[src/rtl/branch_history_table.sv]
// ---------------------------------------------------------------------------
// branch_history_table
//
// Purpose:
//   Table of 2-bit branch direction counters indexed by PC bits
//   [IDX_W+1:2]. A lookup returns the stored counter one cycle later. A
//   resolved-branch update rewrites its entry in a single edge
//   (read-modify-write).
//
//   Counter encoding: ST=00, T=01, NT=10, SNT=11. ST and T predict taken.
//   Next state (taken / not-taken):
//     ST:  ST/T
//     T:   ST/SNT
//     NT:  ST/SNT
//     SNT: NT/SNT
//
// Optional feature:
//   Define BHT_GSHARE_EN to enable gshare indexing.
//   - An IDX_W-bit global history register (GHR) shifts in upd_taken on
//     every update.
//   - The lookup index is the base index XOR the GHR.
//   - The update index is the base index XOR upd_ghr.
//   Without the macro there is no GHR, pred_ghr is tied to 0 and upd_ghr is
//   unused.
//
// Ports:
//   clk           in   single clock, rising edge
//   rst           in   asynchronous active-high reset
//   lookup_valid  in   prediction request
//   lookup_pc     in   PC of the branch being predicted
//   pred_valid    out  prediction result valid (1 cycle after lookup)
//   pred_state    out  counter value read for the lookup
//   pred_taken    out  predicted direction
//   pred_ghr      out  history snapshot used by the lookup
//   upd_valid     in   resolved-branch update
//   upd_pc        in   PC of the resolved branch
//   upd_taken     in   actual outcome
//   upd_ghr       in   pred_ghr returned with the resolved branch
// ---------------------------------------------------------------------------
module branch_history_table #(
    parameter int ENTRIES = 64,
    parameter int IDX_W   = 6,
    parameter int PC_W    = 32
) (
    input  logic             clk,
    input  logic             rst,
    input  logic             lookup_valid,
    input  logic [PC_W-1:0]  lookup_pc,
    output logic             pred_valid,
    output logic [1:0]       pred_state,
    output logic             pred_taken,
    output logic [IDX_W-1:0] pred_ghr,
    input  logic             upd_valid,
    input  logic [PC_W-1:0]  upd_pc,
    input  logic             upd_taken,
    input  logic [IDX_W-1:0] upd_ghr
);

    localparam logic [1:0] ST  = 2'b00;
    localparam logic [1:0] T   = 2'b01;
    localparam logic [1:0] NT  = 2'b10;
    localparam logic [1:0] SNT = 2'b11;

    function automatic logic [1:0] next_state(input logic [1:0] cur, input logic taken);
        logic [1:0] nxt;
        nxt = cur;
        case (cur)
            ST:      nxt = taken ? ST : T;
            T:       nxt = taken ? ST : SNT;
            NT:      nxt = taken ? ST : SNT;
            default: nxt = taken ? NT : SNT;
        endcase
        return nxt;
    endfunction

    logic [1:0]       bht_q [ENTRIES];
    logic [IDX_W-1:0] lookup_base;
    logic [IDX_W-1:0] upd_base;
    logic [IDX_W-1:0] lookup_idx;
    logic [IDX_W-1:0] upd_idx;
    logic [1:0]       upd_state_d;

    logic             pred_valid_q;
    logic [1:0]       pred_state_q;
    logic [1:0]       pred_state_d;

    assign lookup_base = lookup_pc[IDX_W+1:2];
    assign upd_base    = upd_pc[IDX_W+1:2];

    // Only PC bits [IDX_W+1:2] select an entry; the rest are deliberately dropped.
    logic unused_pc_bits;
    assign unused_pc_bits = ^{lookup_pc[PC_W-1:IDX_W+2], lookup_pc[1:0],
                              upd_pc[PC_W-1:IDX_W+2], upd_pc[1:0]};

`ifdef BHT_GSHARE_EN
    logic [IDX_W-1:0] ghr_q;
    logic [IDX_W-1:0] ghr_d;
    logic [IDX_W-1:0] pred_ghr_q;
    logic [IDX_W-1:0] pred_ghr_d;

    assign lookup_idx = lookup_base ^ ghr_q;
    assign upd_idx    = upd_base ^ upd_ghr;

    always_comb begin
        // NOTE: every always_comb output gets a default first so no path can infer a latch.
        ghr_d      = ghr_q;
        pred_ghr_d = pred_ghr_q;
        if (upd_valid) begin
            ghr_d = {ghr_q[IDX_W-2:0], upd_taken};
        end
        if (lookup_valid) begin
            pred_ghr_d = ghr_q;
        end
    end

    always_ff @(posedge clk or posedge rst) begin
        if (rst) begin
            ghr_q      <= '0;
            pred_ghr_q <= '0;
        end else begin
            ghr_q      <= ghr_d;
            pred_ghr_q <= pred_ghr_d;
        end
    end

    assign pred_ghr = pred_ghr_q;
`else
    logic unused_upd_ghr;
    assign unused_upd_ghr = ^upd_ghr;

    assign lookup_idx = lookup_base;
    assign upd_idx    = upd_base;
    assign pred_ghr   = '0;
`endif

    always_comb begin
        upd_state_d  = next_state(bht_q[upd_idx], upd_taken);
        pred_state_d = pred_state_q;
        if (lookup_valid) begin
            pred_state_d = bht_q[lookup_idx];
        end
    end

    // NOTE: the counter array is reset because every entry must read NT
    // straight out of reset. This costs per-entry reset flops rather than a
    // RAM macro.
    always_ff @(posedge clk or posedge rst) begin
        if (rst) begin
            for (int i = 0; i < ENTRIES; i++) begin
                bht_q[i] <= NT;
            end
        end else if (upd_valid) begin
            bht_q[upd_idx] <= upd_state_d;
        end
    end

    // NOTE: non-blocking assignments mean a lookup that collides with an
    // update on the same edge sees the pre-update counter, while the write
    // still lands.
    always_ff @(posedge clk or posedge rst) begin
        if (rst) begin
            pred_valid_q <= 1'b0;
            pred_state_q <= NT;
        end else begin
            pred_valid_q <= lookup_valid;
            pred_state_q <= pred_state_d;
        end
    end

    assign pred_valid = pred_valid_q;
    assign pred_state = pred_state_q;
    assign pred_taken = ~pred_state_q[1];

endmodule

[config.mk]
export PLATFORM = sky130hd
export DESIGN_NAME = branch_history_table
export DESIGN_NICKNAME = d
export VERILOG_FILES = /design/src/rtl/branch_history_table.sv
export SDC_FILE = /design/constraint.sdc
export NUM_CORES = 1
export LEC_CHECK = 0
export BUFFER_PORTS_ARGS = -buffer_cell sky130_fd_sc_hd__clkbuf_2
export CAP_MARGIN = 40
export CORE_ASPECT_RATIO = 0.8
export CORE_MARGIN = 8
export CORE_UTILIZATION = 25
export DETAILED_ROUTE_END_ITERATION = 8
export MAX_ROUTING_LAYER = met4
export PLACE_DENSITY = 0.45
export RECOVER_POWER = 25
export SLEW_MARGIN = 20
export SYNTH_ARGS = -nofsm -noshare
export SYNTH_HDL_FRONTEND = slang
export SYNTH_SLANG_ARGS = --single-unit
export TNS_END_PERCENT = 100
[constraint.sdc]
create_clock -name clk -period 3.95 [get_ports clk]
set_clock_uncertainty 0.15 [all_clocks]
set_input_delay 0.395 -clock clk [delete_from_list [all_inputs] [get_ports clk]]
set_output_delay 0.395 -clock clk [all_outputs]
set_load 0.01 [all_outputs]
==> results.tsv <==
stage	metric	value	unit
status	status	complete, but fails checks	
status	failing checks	max-capacitance violations, max-slew violations	
detailed_routing	Detail Route Antenna Nets	0	
layout	share of layout cells above drive strength 1	33.3	%
power	internal power	0.00291	W
worst_setup_path	Worst Setup End Kind	flop	
detailed_routing	WL final	21700	µm
clocking	Max Root-Sink Buffers	2	
power	Lkg Pwr	3.30	nW
floorplan	CORE AREA	29100	µm²
grt	total track usage	12.8	%
timing	Max Clk Rate	309	MHz
timing	Hold Fails Final Rpt	0	
detailed_routing	via count	5154	
synthesis	Yosys reg bits	131	
grt	first-pass GRT wire length	33300	µm
worst_setup_path	reg-to-reg slack, setup	880	ps
detailed_routing	routed length per instance	20.7	µm
power	P per Cell Area	487	nW/µm²
floorplan	chip width	208	µm
power	P_sw	0.00120	W
worst_setup_path	critical setup path kind	in -> reg	
grt	largest net degree at the start of global routing	75	
clocking	postcts setup bufs	0	
worst_setup_path	CP arrival	3390	ps
place	IO Port Bufs	20	
synthesis	Syn Area/Cell	11.4	µm²
detailed_routing	drt drc	0	
timing	max-slew violation count	33	
layout	Area Overhead vs Synth	14.6	%
power	Peak VDD IR	0.000238	V
clocking	hold buffer count at cts	2	
floorplan	die footprint	35200	µm²
worst_setup_path	Worst path max stage delay	710	ps
clocking	depth of the CTS H-tree	4	
power	Comb power frac	18.9	%
power	Flop pwr share	43.3	%
layout	Final #Nets	732	
timing	final setup fails	0	
timing	Setup TNS	0	ps
clocking	Root Buffer Master	clkbuf_16	
grt	vias in the first global route	5011	
floorplan	I/O pins	85	
floorplan	num rows	56	
clocking	Clk pin slew, worst setup/hold paths	60	ps
timing	RSZ-0062 raised after global routing	false	
synthesis	Yosys warning count	0	
floorplan	Starting Density	25.2	%
worst_setup_path	CP max FO	34	
detailed_routing	starting DRC count in detailed routing	421	
clocking	CTS resizes	0	
flow_run	# Max-Cap Violations	1	
grt	initial antenna violation count	2	
place	Final GP Congestion	0.800	
worst_setup_path	cells along the critical path	clkbuf_2 -> buf_12 -> mux4_2 -> mux2i_1 -> o22ai_1 -> nor4_1 -> ha_1 -> mux2_2 -> o21ai_0	
worst_hold_path	HP Class	in -> reg	
clocking	Clock Latency Late Sink	420	ps
timing	Rel. slew slack	-5.42	%
detailed_routing	First-pass DRT Iterations	6	
clocking	CTS tree	done	
synthesis	Synth Instances	644	
clocking	cts bufs inserted	17	
worst_setup_path	crit start category	primary input	
synthesis	Unique masters post-synth	42	
place	DP Wirelength	15200	µm
power	Clk network pwr share	37.7	%
floorplan	Die Y	169	µm
worst_setup_path	required time worst endpoint	4110	ps
grt	grt ovf	0	
power	Sw Ratio	29.1	%
worst_setup_path	CP max-delay cell	mux2_2	
timing	Tcrit/Tclk final	81.8	%
detailed_routing	drt via density	4.92	
clocking	Num Clock Sinks	131	
timing	min Tclk post-route	3230	ps
timing	Fin Hold WS	122	ps
timing	worst slew pin tran	1570	ps
synthesis	Post-Syn Area	7350	µm²
synthesis	Seq/Total Area, Yosys	45.7	%
## state kept, by name (all words and copies together) (netlist names)
signal and cells:
bht_q 128, pred_state 2, pred_valid 1
## worst max-delay path, delay by kind of cell
| kind | cells | cell delay (ps) |
|---|---|---|
| buffers and inverters | 2 | 550 |
| adders and majority gates | 1 | 320 |
| AOI/OAI and AO/OA | 2 | 330 |
| and+or+nand+nor | 1 | 320 |
| muxes | 3 | 1450 |
## layout by cell type, fill, tap and decap left out, drive strengths merged, types with 3 or more instances in the layout
cell	netlist	layout
a21oi	30	30
and3	3	3
buf	26	14
clkbuf	24	46
clkinv	0	6
conb	1	6
dfrtp	66	66
dfstp	65	65
inv	4	3
mux2	36	36
mux2i	23	23
mux4	64	64
nand2	110	110
nand2b	5	5
nand3	4	4
nand3b	4	4
nor2	70	70
nor3b	4	4
nor4	3	3
o21ai	69	69
o22ai	13	13
or3b	3	3
## per-stage QoR
step | total power (W) | util, % | area [µm²] | worst slack, ps | std cells
after floorplan | 0.00229 | - | 7370 | 14.9 | 649
after global placement | 0.00257 | 26.8 | 7800 | 222 | 1009
after detailed placement | 0.00258 | 26.9 | 7840 | 200 | 1011
after CTS | 0.00415 | 28.9 | 8430 | 639 | 1045
after global routing | 0.00430 | 28.9 | 8430 | 504 | 1048
final | 0.00411 | 28.9 | 8430 | 718 | 1048
## power by group through the flow
stage | sequential, W | clock, W | combinational, W
3_3_place_gp | 0.00179 | 0 | 0.000772
3_5_place_dp | 0.00180 | 0 | 0.000784
4_1_cts | 0.00178 | 0.00158 | 0.000789
6_report | 0.00178 | 0.00155 | 0.000777
2_1_floorplan | 0.00171 | 0 | 0.000576
5_1_grt | 0.00181 | 0.00164 | 0.000851
## worst paths after layout
| path | startpoint | endpoint | cells after the start |
|---|---|---|---|
| setup / recovery | upd_pc[2] | bht_q[3]$_DFFE_PP1P_ | 9 |
| hold / removal | lookup_pc[5] | pred_state[1]$_DFFE_PP1P_ | 3 |
| setup reg to reg | bht_q[16]$_DFFE_PP0P_ | bht_q[3]$_DFFE_PP1P_ | 7 |
| hold reg to reg | bht_q[81]$_DFFE_PP1P_ | bht_q[81]$_DFFE_PP1P_ | 2 |
| max in group asynchronous | rst | bht_q[78]$_DFFE_PP0P_ | 4 |
| min in group asynchronous | rst | bht_q[2]$_DFFE_PP0P_ | 3 |
## cells by family (layout without fill, tap and decap cells)
kind of cell,after synthesis,in the layout,synth area share (%)
adder cells (fa/ha/maj),1,1,0.170
multiplexers,123,123,28.9
other,1,8,0.0510
buffers and inverters,54,74,4.08
flip-flops,131,131,45.7
AO/OA/AOI/OAI,119,119,8.63
AND/OR/NAND/NOR,215,215,12.5
## cell type report
type	count	area, µm²
tap	377	472
sequential	131	3360
inverter	4	16.3
clock inverter	8	75.1
timing repair buffer	38	285
clock buffer	24	502
antenna	2	5.00
fill	2981	20700
multi-input combinational	464	3720
## layer usage
metal	vias up	GRT usage, %	share of wire [%]
met4	0	3.57	1.0
met3	15	2.73	4.9
li1	2381	-	-
met2	128	17.3	42
met1	2630	18.9	52
met5	-	-	0
## synth_stat cells
master / number / share of area (%)
nand3b_1: 4 / 0.41
o311ai_1: 1 / 0.12
or2_2: 2 / 0.17
mux4_1: 13 / 4.6
a211oi_1: 1 / 0.10
or3b_2: 3 / 0.36
buf_4: 8 / 0.82
nand3_1: 4 / 0.27
buf_6: 5 / 0.77
dfstp_2: 65 / 23
or3_1: 2 / 0.17
buf_2: 11 / 0.75
nand4_1: 1 / 0.085
nor3_1: 1 / 0.068
a31oi_1: 1 / 0.085
dfrtp_1: 66 / 22
buf_12: 1 / 0.27
inv_1: 4 / 0.20
and2_1: 1 / 0.085
ha_1: 1 / 0.17
nor4_1: 3 / 0.26
and3_1: 3 / 0.26
nand2_1: 110 / 5.6
nand2b_1: 5 / 0.43
mux2i_1: 23 / 3.1
nor2b_1: 1 / 0.085
o21ai_0: 69 / 4.7
a21oi_1: 30 / 2.0
a311o_1: 1 / 0.14
mux2_2: 36 / 5.5
buf_1: 1 / 0.051
o211ai_1: 1 / 0.10
nor2_1: 70 / 3.6
a311oi_1: 1 / 0.12
o32ai_1: 1 / 0.12
clkbuf_1: 24 / 1.2
nor3b_2: 2 / 0.34
mux4_2: 51 / 16
and3b_1: 1 / 0.12
nor3b_1: 2 / 0.20
conb_1: 1 / 0.051
o22ai_1: 13 / 1.1
Power figures use the tool's default switching activity.
